### src/rtl/fp_pkg.sv
// Shared definitions for the sequential FP add/sub unit: FSM states,
// IEEE-754 single-precision constants and field extractors.
package fp_pkg;

  typedef enum logic [2:0] {
    S_IDLE,
    S_ALIGN,
    S_ADD,
    S_NORM,
    S_ROUND,
    S_SPECIAL,
    S_DONE
  } state_t;

  localparam int          BIAS    = 127;
  localparam logic [7:0]  EXP_MAX = 8'hFF;
  localparam logic [31:0] QNAN    = 32'h7FC0_0000;
  localparam logic [31:0] POS_INF = 32'h7F80_0000;
  localparam logic [31:0] NEG_INF = 32'hFF80_0000;

  function automatic logic fp_sign(input logic [31:0] w);
    return w[31];
  endfunction

  function automatic logic [7:0] fp_expo(input logic [31:0] w);
    return w[30:23];
  endfunction

  function automatic logic [22:0] fp_ment(input logic [31:0] w);
    return w[22:0];
  endfunction

endpackage

### src/rtl/fp_special_detect.sv
// Classifies both operands (zero/inf/NaN) and forms the result of the
// one-cycle special-case path. Denormals are treated as zero.
module fp_special_detect #(
  parameter int MENT_WIDTH = 23,
  parameter int EXPO_WIDTH = 8,
  parameter int DATA_WIDTH = 32
) (
  input  logic                  a_sign,
  input  logic [EXPO_WIDTH-1:0] a_exp,
  input  logic [MENT_WIDTH-1:0] a_frac,
  input  logic                  b_sign,
  input  logic [EXPO_WIDTH-1:0] b_exp,
  input  logic [MENT_WIDTH-1:0] b_frac,
  output logic [DATA_WIDTH-1:0] result
);
  localparam logic [EXPO_WIDTH-1:0] EXP_ONES = '1;

  logic a_zero, b_zero, a_inf, b_inf, a_nan, b_nan;

  assign a_zero = (a_exp == '0);
  assign b_zero = (b_exp == '0);
  assign a_inf  = (a_exp == EXP_ONES) && (a_frac == '0);
  assign b_inf  = (b_exp == EXP_ONES) && (b_frac == '0);
  assign a_nan  = (a_exp == EXP_ONES) && (a_frac != '0);
  assign b_nan  = (b_exp == EXP_ONES) && (b_frac != '0);

  always_comb begin
    result = '0;
    if (a_nan || b_nan || (a_inf && b_inf && (a_sign != b_sign)))
      result = {1'b0, EXP_ONES, 1'b1, {(MENT_WIDTH-1){1'b0}}};
    else if (a_inf)
      result = {a_sign, EXP_ONES, {MENT_WIDTH{1'b0}}};
    else if (b_inf)
      result = {b_sign, EXP_ONES, {MENT_WIDTH{1'b0}}};
    else if (a_zero && b_zero)
      result = {a_sign & b_sign, {(DATA_WIDTH-1){1'b0}}};
    else if (a_zero)
      result = {b_sign, b_exp, b_frac};
    else
      result = {a_sign, a_exp, a_frac};
  end

endmodule

### src/rtl/fp_addsub_seq.sv
// Handshaked multi-cycle FP add/sub: align one bit per cycle, add, normalize
// one bit per cycle, round. FP_ROUND_NEAREST_EN selects RNE, else truncate.
module fp_addsub_seq
  import fp_pkg::*;
#(
  parameter int DATA_WIDTH = 32,
  parameter int MENT_WIDTH = 23,
  parameter int EXPO_WIDTH = 8
) (
  input  logic                  clk_in,
  input  logic                  rst_n_in,
  input  logic                  valid_in,
  output logic                  ready_out,
  input  logic [DATA_WIDTH-1:0] floating1_in,
  input  logic [DATA_WIDTH-1:0] floating2_in,
  input  logic                  opcode_in,
  output logic                  valid_out,
  input  logic                  ready_in,
  output logic [DATA_WIDTH-1:0] floating_result_out
);
  localparam int DW = DATA_WIDTH;
  localparam int MW = MENT_WIDTH;
  localparam int EW = EXPO_WIDTH;
  localparam int XW = MENT_WIDTH + 4;  // hidden + fraction + G/R/S
  localparam logic [EW-1:0] EXP_ONES  = '1;
  localparam logic [EW-1:0] EXP_ONE   = {{(EW-1){1'b0}}, 1'b1};
  localparam logic [EW-1:0] SHIFT_MAX = EW'(MW + 3);

  state_t        state;
  logic          a_sign, b_sign, r_sign;
  logic [EW-1:0] a_exp, b_exp, r_exp, diff;
  logic [XW-1:0] a_man, b_man, r_man;

  // Order operands by magnitude at capture so A is always the larger side.
  logic [DW-1:0] op_b, op_hi, op_lo;
  logic [EW-1:0] hi_exp, lo_exp, e1, e2;
  logic          in_swap, in_special;

  assign op_b       = {floating2_in[DW-1] ^ opcode_in, floating2_in[DW-2:0]};
  assign in_swap    = floating2_in[DW-2:0] > floating1_in[DW-2:0];
  assign op_hi      = in_swap ? op_b : floating1_in;
  assign op_lo      = in_swap ? floating1_in : op_b;
  assign hi_exp     = op_hi[DW-2:MW];
  assign lo_exp     = op_lo[DW-2:MW];
  assign e1         = floating1_in[DW-2:MW];
  assign e2         = floating2_in[DW-2:MW];
  assign in_special = (e1 == EXP_ONES) || (e1 == '0) || (e2 == EXP_ONES) || (e2 == '0);

  logic [XW:0] sum;
  assign sum = (a_sign == b_sign) ? ({1'b0, a_man} + {1'b0, b_man})
                                  : ({1'b0, a_man} - {1'b0, b_man});

  logic          rnd_inc;
  logic [MW+1:0] rnd_man;
  logic [EW:0]   rnd_exp;
  logic [DW-1:0] rnd_word, spec_word;

`ifdef FP_ROUND_NEAREST_EN
  assign rnd_inc = r_man[2] & (r_man[1] | r_man[0] | r_man[3]);
`else
  assign rnd_inc = 1'b0;
`endif

  // Rounding carry into bit MW+1 renormalizes within the same cycle.
  assign rnd_man  = {1'b0, r_man[XW-1:3]} + {{(MW+1){1'b0}}, rnd_inc};
  assign rnd_exp  = {1'b0, r_exp} + {{EW{1'b0}}, rnd_man[MW+1]};
  assign rnd_word = (rnd_exp >= {1'b0, EXP_ONES}) ? {r_sign, EXP_ONES, {MW{1'b0}}}
                  : {r_sign, rnd_exp[EW-1:0], rnd_man[MW+1] ? rnd_man[MW:1] : rnd_man[MW-1:0]};

  fp_special_detect #(
    .MENT_WIDTH(MW), .EXPO_WIDTH(EW), .DATA_WIDTH(DW)
  ) u_special (
    .a_sign(a_sign), .a_exp(a_exp), .a_frac(a_man[XW-2:3]),
    .b_sign(b_sign), .b_exp(b_exp), .b_frac(b_man[XW-2:3]),
    .result(spec_word)
  );

  always_ff @(posedge clk_in or negedge rst_n_in) begin
    if (!rst_n_in) begin
      state               <= S_IDLE;
      ready_out           <= 1'b1;
      valid_out           <= 1'b0;
      floating_result_out <= '0;
      a_sign <= 1'b0; b_sign <= 1'b0; r_sign <= 1'b0;
      a_exp  <= '0;   b_exp  <= '0;   r_exp  <= '0;   diff <= '0;
      a_man  <= '0;   b_man  <= '0;   r_man  <= '0;
    end else begin
      case (state)
        S_IDLE: if (valid_in && ready_out) begin
          ready_out <= 1'b0;
          a_sign    <= op_hi[DW-1];
          a_exp     <= hi_exp;
          a_man     <= {1'b1, op_hi[MW-1:0], 3'b000};
          b_sign    <= op_lo[DW-1];
          b_exp     <= lo_exp;
          b_man     <= {1'b1, op_lo[MW-1:0], 3'b000};
          diff      <= hi_exp - lo_exp;
          // Equal exponents need no shifts and skip straight to ADD.
          state     <= in_special ? S_SPECIAL : (hi_exp == lo_exp) ? S_ADD : S_ALIGN;
        end
        S_ALIGN: begin
          if (diff > SHIFT_MAX) begin
            b_man <= {{(XW-1){1'b0}}, |b_man};
            diff  <= '0;
            state <= S_ADD;
          end else begin
            b_man <= {1'b0, b_man[XW-1:2], b_man[1] | b_man[0]};
            diff  <= diff - 1'b1;
            if (diff == EXP_ONE) state <= S_ADD;
          end
        end
        S_ADD: begin
          r_sign <= a_sign;
          if (sum == '0) begin
            floating_result_out <= '0;
            valid_out           <= 1'b1;
            state               <= S_DONE;
          end else if (sum[XW]) begin
            r_man <= {sum[XW:2], sum[1] | sum[0]};
            r_exp <= a_exp + 1'b1;
            state <= S_ROUND;
          end else begin
            r_man <= sum[XW-1:0];
            r_exp <= a_exp;
            state <= sum[XW-1] ? S_ROUND : S_NORM;
          end
        end
        S_NORM: begin
          if (r_exp == EXP_ONE) begin
            floating_result_out <= {r_sign, {(DW-1){1'b0}}};
            valid_out           <= 1'b1;
            state               <= S_DONE;
          end else begin
            r_man <= r_man << 1;
            r_exp <= r_exp - 1'b1;
            if (r_man[XW-2]) state <= S_ROUND;
          end
        end
        S_ROUND: begin
          floating_result_out <= rnd_word;
          valid_out           <= 1'b1;
          state               <= S_DONE;
        end
        S_SPECIAL: begin
          floating_result_out <= spec_word;
          valid_out           <= 1'b1;
          state               <= S_DONE;
        end
        S_DONE: if (ready_in) begin
          valid_out <= 1'b0;
          ready_out <= 1'b1;
          state     <= S_IDLE;
        end
        default: state <= S_IDLE;
      endcase
    end
  end

endmodule

### config.mk
export PLATFORM = sky130hd
export DESIGN_NAME = fp_addsub_seq
export DESIGN_NICKNAME = d
export VERILOG_FILES = /design/src/rtl/fp_pkg.sv /design/src/rtl/fp_special_detect.sv /design/src/rtl/fp_addsub_seq.sv
export SDC_FILE = /design/constraint.sdc
export NUM_CORES = 1
export LEC_CHECK = 0
export ABC_CLOCK_PERIOD_IN_PS = 4200
export CORE_MARGIN = 5
export CORE_UTILIZATION = 40
export CTS_BUF_LIST = sky130_fd_sc_hd__clkbuf_4 sky130_fd_sc_hd__clkbuf_8 sky130_fd_sc_hd__clkbuf_16
export DETAILED_ROUTE_END_ITERATION = 8
export MAX_ROUTING_LAYER = met4
export PLACE_DENSITY = 0.73
export SLEW_MARGIN = 0
export SYNTH_ARGS = -nofsm -noshare
export SYNTH_HDL_FRONTEND = slang
export SYNTH_SLANG_ARGS = --single-unit
### constraint.sdc
create_clock -name clk_in -period 4.2 [get_ports clk_in]
set_input_delay 1.05 -clock clk_in [delete_from_list [all_inputs] [get_ports clk_in]]
set_output_delay 1.05 -clock clk_in [all_outputs]
set_load 0.05 [all_outputs]
### After elaboration in Yosys (flattened, before gate mapping)

Index checks and enable logic that the tools add are counted.

| cells by class | value |
|---|---|
| multipliers | 0 |
| muxes and demuxes | 45 |
| magnitude comparators | 3 |
| equal/unequal tests | 23 |
| divide/modulo/power cells | 0 |
| reductions and logical operators | 37 |
| shift-type cells | 0 |
| add/subtract/negate cells | 6 |
| bitwise logic cells | 4 |

Operators with widths:

| kind | count |
|---|---|
| 32-bit two-way mux | 9 |
| 32-bit case mux with 4 select lines | 1 |
| 26-bit two-way mux | 4 |
| 27-bit case mux with 2 select lines | 1 |
| 26-bit case mux with 2 select lines | 1 |
| 23-bit zero test | 2 |
| 23-bit nonzero test | 2 |
| 8-bit two-way mux | 5 |
| 8-bit equality test, second input constant | 4 |
| 8-bit zero test | 4 |
| 8-bit case mux with 2 select lines | 2 |
| 31-bit > comparator | 1 |
| 31-bit two-way mux | 1 |
| 3-bit two-way mux | 10 |
| 27-bit by 27-bit adder with 28-bit output | 1 |
| 28-bit zero test | 1 |
| 28-bit two-way mux | 1 |
| 27-bit by 27-bit subtractor with 28-bit output | 1 |
| 27-bit two-way mux | 1 |
| 27-bit OR reduction | 1 |
| 3-bit case mux with 6 select lines | 1 |
| 8-bit by 1-bit equality test with 1-bit output, second input constant | 2 |
| 8-bit by 1-bit subtractor with 8-bit output, second input constant | 2 |
| 2-bit != test, second input constant | 6 |
| 27 further kinds | 54 |

| word-level totals | value |
|---|---|
| logic and storage cells | 132 |
| output and inout bits | 34 |
| register bits | 149 |
| bits in writable memories | 0 |
| bits of input ports | 69 |
| memories kept | 0 |
| bits in latches | 0 |
| memory bits (read-only) | 0 |

### Longest topological paths before layout

Gate-level depths: netlist of the first run.

| logic depth | value |
|---|---|
| depth after elaboration | 7 |
| depth in mapped cells | 16 |
| mapped depth without buffers | 15 |

### By module

From an unflattened synthesis of the first run, not the netlist that was laid out.

| unflattened totals | value |
|---|---|
| cells, all modules | 1714 |
| area total of the unflattened synthesis | 13040.0 um2 |

Modules (own cells, without submodules):

| module | cells an instance | sequential area each (um2) | area an instance (um2) | times used |
|---|---|---|---|---|
| fp_addsub_seq | 1583 | 3729.8 | 12345.6 | 1 |
| fp_special_detect | 131 | 0.0 | 694.4 | 1 |

### Worst setup path before layout of the first run

OpenSTA, ideal clock, no wires.

| timing path | value |
|---|---|
| path type | input-to-reg |
| from | input floating1_in[22] |
| to | register diff[4] |
| arrival | 4.503 ns |
| required time | 4.058 ns |
| setup slack | -0.445 ns |
| buffers on the path | 1 |
| stages | 16 |
| library setup time | 0.142 ns |
| cell sequence | inv_1 > ha_1 > nand4_1 > or4_1 > or4_1 > o31ai_1 > inv_2 > nand2_1 > clkbuf_1 > a22oi_1 > ha_1 > and2_1 > or3_1 > a21oi_1 > xor2_1 > o221ai_1 |

| on the way | value |
|---|---|
| word-level cells in the longest chain between the ends | 5 |
| elaborated cells on any way between the ends | 6 |
| classes of those cells | add/sub (1); order compare (1); mux (4) |

RTL lines:

| item | RTL line | RTL |
|---|---|---|
| start, declared | fp_addsub_seq.sv:14 | `input logic [DATA_WIDTH-1:0] floating1_in,` |
| 31-bit > comparator * | fp_addsub_seq.sv:40 | `assign in_swap = floating2_in[DW-2:0] > floating1_in[DW-2:0];` |
| 32-bit two-way mux, on equally long branches | fp_addsub_seq.sv:41, fp_addsub_seq.sv:42 |  |
| 8-bit subtractor * | fp_addsub_seq.sv:97 | `diff <= hi_exp - lo_exp;` |
| 8-bit two-way mux * | fp_addsub_seq.sv:89 | `S_IDLE: if (valid_in && ready_out) begin` |
| 8-bit case mux with 2 select lines * | fp_addsub_seq.sv:88 | `case (state)` |
| end signal, assigned | fp_addsub_seq.sv:97 |  |
| end signal, assigned | fp_addsub_seq.sv:108 | `diff <= diff - 1'b1;` |
| end, declared | fp_addsub_seq.sv:31 | `logic [EW-1:0] a_exp, b_exp, r_exp, diff;` |

Every way passes the cells marked *; elsewhere a longest branch is shown, timed or not. The select of a mux whose other input is x is not followed.
A chain may end at the register's enable or synchronous reset.

### Worst setup path in the final report of the first run

| timing path | value |
|---|---|
| from | register a_man[3] |
| to | register r_man[9] |

| on the way | value |
|---|---|
| word-level cells in the longest chain between the ends | 5 |
| elaborated cells on any way between the ends | 9 |
| classes of those cells | add/sub (2); eq/ne (1); mux (4); reduce/logical (2) |

RTL lines:

| item | RTL line | RTL |
|---|---|---|
| start, declared | fp_addsub_seq.sv:32 | `logic [XW-1:0] a_man, b_man, r_man;` |
| start signal, assigned | fp_addsub_seq.sv:93 | `a_man <= {1'b1, op_hi[MW-1:0], 3'b000};` |
| 27-bit by 27-bit subtractor with 28-bit output or 27-bit by 27-bit adder with 28-bit output (tied branches) | fp_addsub_seq.sv:51, fp_addsub_seq.sv:50 |  |
| 28-bit two-way mux * | fp_addsub_seq.sv:50 | `assign sum = (a_sign == b_sign) ? ({1'b0, a_man} + {1'b0, b_man})` |
| 28-bit zero test or 26-bit two-way mux (tied branches) | fp_addsub_seq.sv:114, fp_addsub_seq.sv:118 |  |
| 2-bit != test (no line) or 26-bit two-way mux (tied branches) | - |  |
| 3-bit AND reduction (no line) or 26-bit case mux with 2 select lines (tied branches) | - |  |
| end signal, assigned | fp_addsub_seq.sv:119 | `r_man <= {sum[XW:2], sum[1] \| sum[0]};` |
| end signal, assigned | fp_addsub_seq.sv:123 | `r_man <= sum[XW-1:0];` |
| end signal, assigned | fp_addsub_seq.sv:134 | `r_man <= r_man << 1;` |
| end, declared | fp_addsub_seq.sv:32 |  |

Marks and branches as above.

==> metrics.csv, run 1 <==
stage,metric,value,unit
run_status,status,finished with violations,
run_status,failing checks,setup timing,
critical_path,crit path DAT,4.65,ns
grt,vias in the first global route,14000,
clock_tree,clk slew on worst S/H paths,0.07,ns
yosys,ys flop type,dfrtp_1,
final_layout,Post-layout nets,2237,
timing,Max Transition Viols Final,0,
placed_design,Cells after DPL,2472,
timing,fin crit period,4.33,ns
final_layout,share of layout cells above drive strength 1,21.9,%
critical_path,crit path max-delay cell type,or4_4,
yosys,"Cell Area, Synth",13200,um2
floorplanning,cell row count,66,
yosys,Synth Register Bits,149,
clock_tree,Num CTS Buffers,17,
power_and_ir_drop,maximum vdd drop,575,uV
yosys,Synth Net Count,1929,
yosys,Area contributors post-synth,"dfrtp_1 28%, ha_1 8.5%, a21oi_1 8.2%",
clock_tree,Post-CTS Hold Buffers,0,
clock_tree,CTS Buffer Depth,2,
clock_tree,CTS tree,yes,
yosys,sequential area share after synthesis,28.3,%
placed_design,GP Congestion,0.986,
drt,ANT nets after route,0,
floorplanning,core footprint,32500,um2
grt,initial antenna violation count,0,
power_and_ir_drop,Pleak,8.24,nW
timing,worst rel slew slack,49.6,%
placed_design,port buffer count,102,
drt,Vias/cell,5.88,
timing,Worst-Margin Slew,0.757,ns
yosys,"count leader, synth",nand2_1,
drt,Final Routed Wirelength,49200,um
drt,WL/cell,19.4,um
yosys,ys async rst share,100,%
floorplanning,top-level port count,103,
final_layout,diode count,0,
critical_path,"Max FO, Critical Path",5,
critical_path,CP top delay family,simple AND/OR/NAND/NOR gates,
floorplanning,starting density of the core,40.5,%
grt,grt total ovfl,0,
timing,final setup fails,21,
power_and_ir_drop,PwrDens,976,nW/um2
floorplanning,Die H,191,um
critical_path,Worst Path Required,4.52,ns
yosys,syn_area_per_cell,7.45,um2
critical_path,crit start category,register,
critical_path,crit-path cells,buf_6 -> ha_4 -> nor4b_4 -> o311a_1 -> o21ai_2 -> a2111oi_4 -> o22ai_1 -> xnor2_1 -> buf_4 -> nand2_2 -> or4_4 -> nor4b_4 -> a21o_2 -> buf_12 -> buf_12 -> mux2_4,
worst_hold_path,HP Class,reg2reg,
drt,DR vias,14900,
clock_tree,H-tree levels,4,
critical_path,CP endpoint kind,register,
yosys,Ys Warns,0,
clock_tree,CTS sink cnt,149,
timing,final worst-path cycle share,103,%
final_layout,Area Overhead vs Synth,35.9,%
grt,first-pass GRT wire length,76300,um
drt,DRT Pass-1 Iters,6,
critical_path,worst setup path class,reg2reg,
timing,final worst setup slack,-0.131,ns
yosys,Yosys top cell area share,28.1,%
timing,setup TNS,-2.14,ns
clock_tree,clock root buffer,clkbuf_16,
flow_run,Max-cap violations,0,
floorplanning,die area,36700,um2
grt,All-Layer GR Usage,26.6,%
floorplanning,die width,191,um
timing,unrepaired setup endpoints after global routing,yes,
critical_path,CP max stage delay,0.57,ns
clock_tree,clk_lat worst skew,0.45,ns
yosys,post-synth cell types,86,
final_layout,FILL cells,3054,
yosys,gate count of the mapped netlist,1769,
timing,Fin. Hold Viols,0,
placed_design,post-DP HPWL,37500,um
timing,achievable frequency,0.231,GHz
critical_path,Worst Path Buf+Inv,4,
drt,number of remaining DRC errors,0,
yosys,"EDFF count, synth",0,
final_layout,Finished Layout Cells,2532,
timing,clk_skew,0.0207,ns
placed_design,pre-CTS WS,-0.479,ns
yosys,leading area contributor after synthesis,dfrtp_1,
yosys,synth cell count leaders,"261 x nand2_1, 216 x a21oi_1, 152 x nor2_1",
grt,largest net degree at the start of global routing,84,
drt,Initial DRC Count,1557,
layer usage:
metal  part of all wire [%]  vias to the layer above  GRT usage [%]
met5                      0                        -              -
met4                    2.4                        0           7.38
met3                    7.2                       84           4.77
met2                     45                      598           40.0
met1                     46                     7138           37.0
li1                       -                     7063              -
path summary, 6_finish.rpt:
| check | from | end | slack [ns] | cells past startpoint |
|---|---|---|---|---|
| worst min register to register | r_man[0] | r_man[0] | 0.50 | 1 |
| worst max register to register | a_man[3] | r_man[9] | -0.13 | 16 |
| worst max-delay path | a_man[3] | r_man[9] | -0.13 | 16 |
| worst min-delay path | r_man[0] | r_man[0] | 0.50 | 1 |
| max in group asynchronous | rst_n_in | r_man[9] | 2.69 | 2 |
| min in group asynchronous | rst_n_in | floating_result_out[23] | 0.64 | 1 |
where the power goes:
group	total, mW	switching (mW)	internal, mW	leakage, nW
clock network	1.58	0.738	0.845	0.291
registers	2.90	0.769	2.13	1.76
logic	13.0	7.29	5.70	6.19
worst reg2reg max path, delay by kind of cell (launching register included):
family	cells	cell delay (ns)
AND/OR/NAND/NOR	4	1.20
AO/OA/AOI/OAI	5	1.12
buffers and inverters	4	0.58
flip-flops	1	0.47
multiplexers	1	0.30
XOR/XNOR	1	0.28
adder cells (fa/ha/maj)	1	0.27
flip-flops by register name (all words and copies together), names as in the netlist:
| name | cells |
|---|---|
| r_sign | 1 |
| b_man | 27 |
| ready_out | 1 |
| floating_result_out | 32 |
| diff | 8 |
| state | 3 |
| a_sign | 1 |
| a_man | 24 |
| b_exp | 8 |
| b_sign | 1 |
| valid_out | 1 |
| r_exp | 8 |
| a_exp | 8 |
| r_man | 26 |
cell families after synthesis:
logic type                 share of synthesized area, %
buffers and inverters                              6.00
muxes                                              2.83
and+or+nand+nor                                    22.5
DFF                                                28.3
xor gates and xnor gates                           2.46
AOI/OAI and AO/OA                                  29.2
adders and majority gates                          8.70
final cells by class:
cell class	count	area, um2	share of cell area, %
clock buffer	17	425	2.38
multi-input combinational	1422	9240	51.6
sequential	149	3730	20.8
inverter	92	345	1.93
timing repair buffer	395	3450	19.3
tap	442	553	3.09
clock inverter	15	159	0.888
placed cells by master (no fill, tap or decap), types with 33 or more instances in the layout:
master           instances
dlymetal6s2s_1          33
dfrtp_1                147
nand3_1                 36
o21ai_0                129
nand2_1                257
inv_1                   70
ha_1                    71
nor2_1                 150
buf_4                  279
a31oi_1                 53
a21oi_1                214
clkdlybuf4s50_1         68
metrics by stage:
stage / hold WS (ns) / area, um2 / power [mW] / utilization (%)
after global placement: 0.478 / 16400 / 14.3 / 50.4
after global routing: 0.514 / 17900 / 18.7 / 55.0
after floorplan: 0.464 / 13200 / 10.1 / -
after CTS: 0.502 / 17200 / 16.7 / 52.9
after detailed placement: 0.486 / 16400 / 14.5 / 50.4
final: 0.498 / 17900 / 17.5 / 55.0
repair_timing:
item / 4_1_cts / 5_1_grt
setup endpoints to repair: 62 / 60
setup buffers: 11 / 15
pin swaps: 12 / 54
hold endpoints to repair: 0 / 0
gates cloned: 2 / 2
resized for setup: 19 / 127
Power figures use the tool's default switching activity.
==> run 2, diff against run 1 <==
--- a/config.mk
+++ b/config.mk
@@ -10,8 +10,10 @@
 export CORE_UTILIZATION = 40
 export CTS_BUF_LIST = sky130_fd_sc_hd__clkbuf_4 sky130_fd_sc_hd__clkbuf_8 sky130_fd_sc_hd__clkbuf_16
 export DETAILED_ROUTE_END_ITERATION = 8
+export HOLD_SLACK_MARGIN = 0.15
 export MAX_ROUTING_LAYER = met4
 export PLACE_DENSITY = 0.73
+export REMOVE_ABC_BUFFERS = 1
 export SLEW_MARGIN = 0
 export SYNTH_ARGS = -nofsm -noshare
 export SYNTH_HDL_FRONTEND = slang
==> run 2 against run 1 <==
Effect of this change: the run now ends clean; count of clock-buffer cells in the layout did not move; first-iteration DRC count rose by 4.7%; clock skew fell by 0.0020 ns; largest power group unchanged; highest routed layer unchanged; core utilization fell by 0.38 points; routed wire length barely moved; total power fell by 2.0%; global-route usage rose by 0.23 points.
==> metrics.csv, run 2 (synthesis gave the netlist of run 1 again) <==
stage,metric,value,unit,change
drt,number of remaining DRC errors,0,,unchanged
final_layout,max reg flops,32,,unchanged
critical_path,crit path DAT,4.49,ns,was 4.65 ns
drt,Initial DRC Count,1630,,was 1557
floorplanning,die area,36700,um2,unchanged
critical_path,CP max stage delay,0.45,ns,was 0.57 ns
clock_tree,CTS Buffer Depth,2,,unchanged
flow_run,Max-cap violations,0,,unchanged
timing,worst rel slew slack,48.6,%,was 49.6%
floorplanning,die width,191,um,unchanged
grt,first-pass GRT wire length,76900,um,was 76300 um
clock_tree,Post-CTS Hold Buffers,0,,unchanged
final_layout,most frequent cells in the layout,"280 x buf_4, 259 x nand2_1, 214 x a21oi_1",,"was 279 x buf_4, 257 x nand2_1, 214 x a21oi_1"
drt,ANT nets after route,0,,unchanged
power_and_ir_drop,maximum vdd drop,496,uV,was 575 uV
placed_design,port buffer count,102,,unchanged
power_and_ir_drop,Pwr Total,17.1,mW,was 17.5 mW
clock_tree,clk_lat worst skew,0.45,ns,about the same
final_layout,share of layout cells above drive strength 1,21.2,%,was 21.9%
critical_path,CP top delay family,compound AO/OA/AOI/OAI gates,,was simple AND/OR/NAND/NOR gates
critical_path,crit-path cells,ha_2 -> fa_2 -> nor3b_4 -> o311ai_4 -> a31oi_2 -> o211a_1 -> o31a_1 -> nor3_2 -> xor2_1 -> or4_4 -> nor4b_4 -> a21o_2 -> buf_12 -> buf_8 -> mux2_4,,was buf_6 -> ha_4 -> nor4b_4 -> o311a_1 -> o21ai_2 -> a2111oi_4 -> o22ai_1 -> xnor2_1 -> buf_4 -> nand2_2 -> or4_4 -> nor4b_4 -> a21o_2 -> buf_12 -> buf_12 -> mux2_4
critical_path,crit path max-delay cell type,or4_4,,unchanged
floorplanning,top-level port count,103,,unchanged
timing,unrepaired setup endpoints after global routing,yes,,unchanged
final_layout,Area Overhead vs Synth,34.9,%,was 35.9%
grt,initial antenna violation count,0,,unchanged
drt,Final Routed Wirelength,49100,um,was 49200 um
final_layout,final instance area,17800,um2,was 17900 um2
placed_design,post-DP HPWL,37700,um,was 37500 um
critical_path,Worst Path Required,4.53,ns,was 4.52 ns
critical_path,CP endpoint kind,register,,unchanged
clock_tree,clock root buffer,clkbuf_16,,unchanged
worst_hold_path,HP Class,reg2reg,,unchanged
drt,DR vias,14900,,about the same
power_and_ir_drop,Pleak,8.12,nW,was 8.24 nW
grt,vias in the first global route,14100,,was 14.0k
final_layout,"commonest non-fill, non-tap cell in the layout",buf_4,,unchanged
clock_tree,CTS tree,yes,,unchanged
drt,WL/cell,19.4,um,about the same
drt,DRT Pass-1 Iters,5,,was 6
timing,final worst-path cycle share,99.0,%,was 103%
timing,clk_skew,0.0187,ns,was 0.0207 ns
clock_tree,Num CTS Buffers,17,,unchanged
drt,Vias/cell,5.89,,was 5.88
critical_path,FF-to-FF setup slack,0.04,ns,was -0.13 ns
critical_path,worst setup path class,reg2reg,,unchanged
timing,fin crit period,4.16,ns,was 4.33 ns
grt,grt total ovfl,0,,unchanged
floorplanning,Die H,191,um,unchanged
timing,Worst-Margin Slew,0.764,ns,was 0.757 ns
final_layout,most flop-heavy register,floating_result_out,,unchanged
final_layout,diode count,0,,unchanged
timing,Max Transition Viols Final,0,,unchanged
critical_path,"Max FO, Critical Path",7,,was 5
critical_path,crit start category,register,,unchanged
placed_design,pre-CTS WS,-0.680,ns,was -0.479 ns
floorplanning,starting density of the core,40.5,%,unchanged
timing,final worst setup slack,0.0428,ns,was -0.131 ns
clock_tree,CTS sink cnt,149,,unchanged
placed_design,GP Congestion,1.01,,was 0.986
power_and_ir_drop,PwrDens,964,nW/um2,was 976 nW/um2
grt,All-Layer GR Usage,26.9,%,was 26.6%
timing,setup TNS,0,ns,was -2.14 ns
timing,achievable frequency,0.241,GHz,was 0.231 GHz
grt,largest net degree at the start of global routing,84,,unchanged
timing,Fin. Hold Viols,0,,unchanged
clock_tree,clk slew on worst S/H paths,0.07,ns,about the same
final_layout,Post-layout nets,2235,,was 2237
run_status,status,"complete, no violations",,was finished with violations
floorplanning,core footprint,32500,um2,unchanged
final_layout,Largest regs,"floating_result_out x32, b_man x27, r_man x26",,unchanged
floorplanning,cell row count,66,,unchanged
clock_tree,H-tree levels,4,,unchanged
placed_design,cell area after placement,16400,um2,about the same
timing,final setup fails,0,,was 21
critical_path,Worst Path Buf+Inv,2,,was 4
[run 2: worst paths after layout]
| check | cells past startpoint | end | startpoint |
|---|---|---|---|
| setup / recovery | 15 | r_man[22] | b_man[3] |
| hold / removal | 1 | r_man[1] | r_man[1] |
| setup reg to reg | 15 | r_man[22] | b_man[3] |
| hold reg to reg | 1 | r_man[1] | r_man[1] |
| max in group asynchronous | 2 | ready_out | rst_n_in |
| min in group asynchronous | 1 | a_man[20] | rst_n_in |
[run 2: report_power, final]
group	total (mW)	internal (mW)	switching, mW	leakage (nW)
logic	12.7	5.49	7.19	6.07
clock network	1.57	0.843	0.724	0.283
registers	2.87	2.13	0.739	1.76
[run 2: repair_timing]
item / in CTS / in global routing
hold endpoints to repair: 0 / 0
pin swaps: 13 / 38
setup endpoints to repair: 29 / 67
cloned: 0 / 1
gates resized for setup: 13 / 114
setup buffers: 3 / 21
[run 2: worst reg2reg max path, cell delays in order, from the launching register on]
cell and delay [ns]:
dfrtp_1 0.39, ha_2 0.20, fa_2 0.36, nor3b_4 0.17, o311ai_4 0.26, a31oi_2 0.16, o211a_1 0.28, o31a_1 0.29
nor3_2 0.24, xor2_1 0.12, or4_4 0.45, nor4b_4 0.30, a21o_2 0.25, buf_12 0.14, buf_8 0.13, mux2_4 0.30
[run 2: layout make-up]
class / instances / area (um2)
Clock inverter: 15 / 160
Inverter: 92 / 345
Fill cell: 3043 / 14800
Tap cell: 442 / 553
Clock buffer: 17 / 425
Sequential cell: 149 / 3730
Timing Repair Buffer: 394 / 3380
Multi-Input combinational cell: 1421 / 9180
[run 2: per-stage QoR]
| stage | std cells | utilization [%] | hold slack [ns] |
|---|---|---|---|
| after floorplan | 1662 | - | 0.464 |
| after global placement | 2475 | 50.4 | 0.475 |
| after detailed placement | 2475 | 50.4 | 0.481 |
| after CTS | 2510 | 52.5 | 0.496 |
| after global routing | 2530 | 54.6 | 0.526 |
| final | 2530 | 54.6 | 0.496 |
[run 2: routing by layer]
layer,up-vias,GRT usage (%),wire (um)
met4,0,6.74,1040
li1,7055,-,-
met1,7114,38.0,22200
met3,73,3.93,3830
met2,657,40.6,22000
met5,-,-,0
==> run 3, diff against run 2 <==
--- a/config.mk
+++ b/config.mk
@@ -5,14 +5,14 @@
 export SDC_FILE = /design/constraint.sdc
 export NUM_CORES = 1
 export LEC_CHECK = 0
-export ABC_CLOCK_PERIOD_IN_PS = 4200
+export ABC_CLOCK_PERIOD_IN_PS = 3850
 export CORE_MARGIN = 5
 export CORE_UTILIZATION = 40
 export CTS_BUF_LIST = sky130_fd_sc_hd__clkbuf_4 sky130_fd_sc_hd__clkbuf_8 sky130_fd_sc_hd__clkbuf_16
 export DETAILED_ROUTE_END_ITERATION = 8
 export HOLD_SLACK_MARGIN = 0.15
 export MAX_ROUTING_LAYER = met4
-export PLACE_DENSITY = 0.73
+export PLACE_DENSITY = 0.7
 export REMOVE_ABC_BUFFERS = 1
 export SLEW_MARGIN = 0
 export SYNTH_ARGS = -nofsm -noshare
==> constraint.sdc (replaced) <==
create_clock -name clk_in -period 3.85 [get_ports clk_in]
set_input_delay 0.9625 -clock clk_in [delete_from_list [all_inputs] [get_ports clk_in]]
set_output_delay 0.9625 -clock clk_in [all_outputs]
set_load 0.05 [all_outputs]
==> run 3 against run 2 <==
Effect of this change: the flow now finishes with violations (setup timing); global-route usage up 2.0 points; sequential share of layout area down 1.8 points; final area rose by 9.5%; core utilization rose by 5.2 points; sequential cell count did not move; sequential power rose by 6%; final cell count grew 7.3%; critical path type unchanged; critical endpoint is now r_man[24].
==> metrics.csv, run 3 (synthesis gave the netlist of run 1 again) <==
stage,metric,value,unit,change
clock_tree,CTS sink cnt,149,,unchanged
placed_design,GP Congestion,0.988,,was 1.01
power_and_ir_drop,maximum vdd drop,529,uV,was 496 uV
critical_path,reg2reg path depth,15,,unchanged
critical_path,FF-to-FF setup slack,-0.36,ns,was 0.04 ns
final_layout,most frequent cells in the layout,"451 x buf_4, 260 x nand2_1, 211 x a21oi_1",,"was 280 x buf_4, 259 x nand2_1, 214 x a21oi_1"
final_layout,most flop-heavy register,floating_result_out,,unchanged
critical_path,worst setup path class,reg2reg,,unchanged
placed_design,port buffer count,102,,unchanged
final_layout,diode count,0,,unchanged
floorplanning,cell row count,66,,unchanged
timing,Fin. Hold Viols,0,,unchanged
timing,clk_skew,0.0167,ns,was 0.0187 ns
run_status,status,finished with violations,,"was complete, no violations"
placed_design,cell area after placement,17700,um2,was 16400 um2
clock_tree,Post-CTS Hold Buffers,0,,unchanged
drt,ANT nets after route,0,,unchanged
power_and_ir_drop,Pleak,9.06,nW,was 8.12 nW
clock_tree,CTS tree,yes,,unchanged
drt,Final Routed Wirelength,52600,um,was 49100 um
placed_design,pre-CTS WS,-1.00,ns,was -0.680 ns
timing,setup TNS,-14.86,ns,was 0 ns
grt,vias in the first global route,15100,,was 14.1k
drt,number of remaining DRC errors,0,,unchanged
power_and_ir_drop,PwrDens,1100,nW/um2,was 964 nW/um2
final_layout,Post-layout nets,2420,,was 2235
timing,final worst-path cycle share,109,%,was 99.0%
timing,worst rel slew slack,49.1,%,was 48.6%
clock_tree,CTS Buffer Depth,2,,unchanged
floorplanning,die area,36700,um2,unchanged
timing,final worst setup slack,-0.362,ns,was 0.0428 ns
final_layout,final instance area,19500,um2,was 17800 um2
floorplanning,top-level port count,103,,unchanged
drt,Vias/cell,5.69,,was 5.89
final_layout,FILL cells,2932,,was 3043
timing,unrepaired setup endpoints after global routing,yes,,unchanged
floorplanning,core footprint,32500,um2,unchanged
flow_run,Max-cap violations,0,,unchanged
timing,Worst-Margin Slew,0.764,ns,about the same
final_layout,register area,3730,um2,about the same
critical_path,crit path DAT,4.54,ns,was 4.49 ns
timing,Hold Slack,0.466,ns,was 0.496 ns
clock_tree,H-tree levels,4,,unchanged
clock_tree,Num CTS Buffers,17,,unchanged
drt,WL/cell,19.4,um,about the same
final_layout,Area Overhead vs Synth,47.7,%,was 34.9%
final_layout,Largest regs,"floating_result_out x32, b_man x27, r_man x26",,unchanged
critical_path,CP endpoint kind,register,,unchanged
grt,first-pass GRT wire length,81800,um,was 76900 um
floorplanning,starting density of the core,40.5,%,unchanged
floorplanning,Die H,191,um,unchanged
clock_tree,clock root buffer,clkbuf_16,,unchanged
timing,fin crit period,4.21,ns,was 4.16 ns
grt,largest net degree at the start of global routing,84,,unchanged
grt,grt total ovfl,0,,unchanged
clock_tree,clk_lat worst skew,0.46,ns,was 0.45 ns
placed_design,post-DP HPWL,40500,um,was 37700 um
worst_hold_path,HP Class,in2async,,was reg2reg
grt,initial antenna violation count,0,,unchanged
timing,final setup fails,69,,was 0
run_status,failing checks,setup timing,,
critical_path,"Max FO, Critical Path",9,,was 7
grt,All-Layer GR Usage,28.9,%,was 26.9%
timing,achievable frequency,0.237,GHz,was 0.241 GHz
timing,Max Transition Viols Final,0,,unchanged
drt,DR vias,15400,,was 14.9k
clock_tree,clk slew on worst S/H paths,0.07,ns,about the same
drt,Initial DRC Count,1484,,was 1630
final_layout,max reg flops,32,,unchanged
final_layout,share of layout cells above drive strength 1,29.4,%,was 21.2%
drt,DRT Pass-1 Iters,5,,unchanged
floorplanning,die width,191,um,unchanged
final_layout,"commonest non-fill, non-tap cell in the layout",buf_4,,unchanged
final_layout,Multi-input gate area,9440,um2,was 9180 um2
critical_path,Worst Path Required,4.17,ns,was 4.53 ns
critical_path,crit start category,register,,unchanged
-- run 3: cell types whose count changed in the layout (fill, tap and decap cells not counted), moves of 10 or more --
cell             previous run  this run
buf_4                     280       451
dlygate4sd2_1               0        17
clkdlybuf4s50_1            76        54
dlymetal6s2s_1             25        15
clkbuf_2                    0        11
-- run 3: critical path, stage by stage (launching register included) --
cell and delay [ns]:
dfrtp_1 0.39, ha_2 0.20, fa_2 0.34, nor3b_4 0.17
o311ai_4 0.29, a31oi_4 0.16, o211a_4 0.28, o31a_1 0.27
nor3_2 0.22, xor2_1 0.14, or4_4 0.57, nor4b_4 0.25
buf_4 0.16, a21o_4 0.17, buf_12 0.14, mux2_1 0.32
-- run 3: what timing repair did --
action,CTS,global route
gates resized for setup,129,97
cloned,1,2
pin swaps,62,32
setup buffers,27,16
setup endpoints to repair,111,100
-- run 3: power by group --
part / internal [mW] / switching, mW
Clock: 0.932 / 0.824
Sequential: 2.33 / 0.726
Combinational: 7.85 / 8.84
Total: 11.1 / 10.4
-- run 3: layer usage --
layer	up-vias	global-route usage (%)	part of all wire (%)
met3	70	4.42	6.5
met1	7396	40.3	46
li1	7409	-	-
met5	-	-	0
met2	569	44.1	45
met4	0	7.54	2.1
-- run 3: cell type report --
type | instances | area share (%)
clock buffer | 17 | 2.19
clock inverter | 15 | 0.907
inverter | 92 | 1.77
multi-input combinational | 1421 | 48.5
sequential | 149 | 19.2
tap | 442 | 2.84
timing repair buffer | 579 | 24.6
-- run 3: path summary, 6_finish.rpt --
path / startpoint / to
hold reg to reg: r_man[0] / r_man[0]
max in group asynchronous: rst_n_in / r_man[0]
setup reg to reg: b_man[3] / r_man[24]
hold / removal: rst_n_in / a_man[20]
setup / recovery: b_man[3] / r_man[24]
min in group clk_in: r_man[0] / r_man[0]
-- run 3: stage by stage --
step | instances | power, mW | utilization (%)
finish | 2715 | 21.5 | 59.8
global route | 2715 | 22.9 | 59.8
CTS | 2701 | 20.7 | 58.4
detailed placement | 2643 | 17.8 | 54.4
global placement | 2643 | 17.6 | 54.4
floorplan | 1662 | 10.8 | -
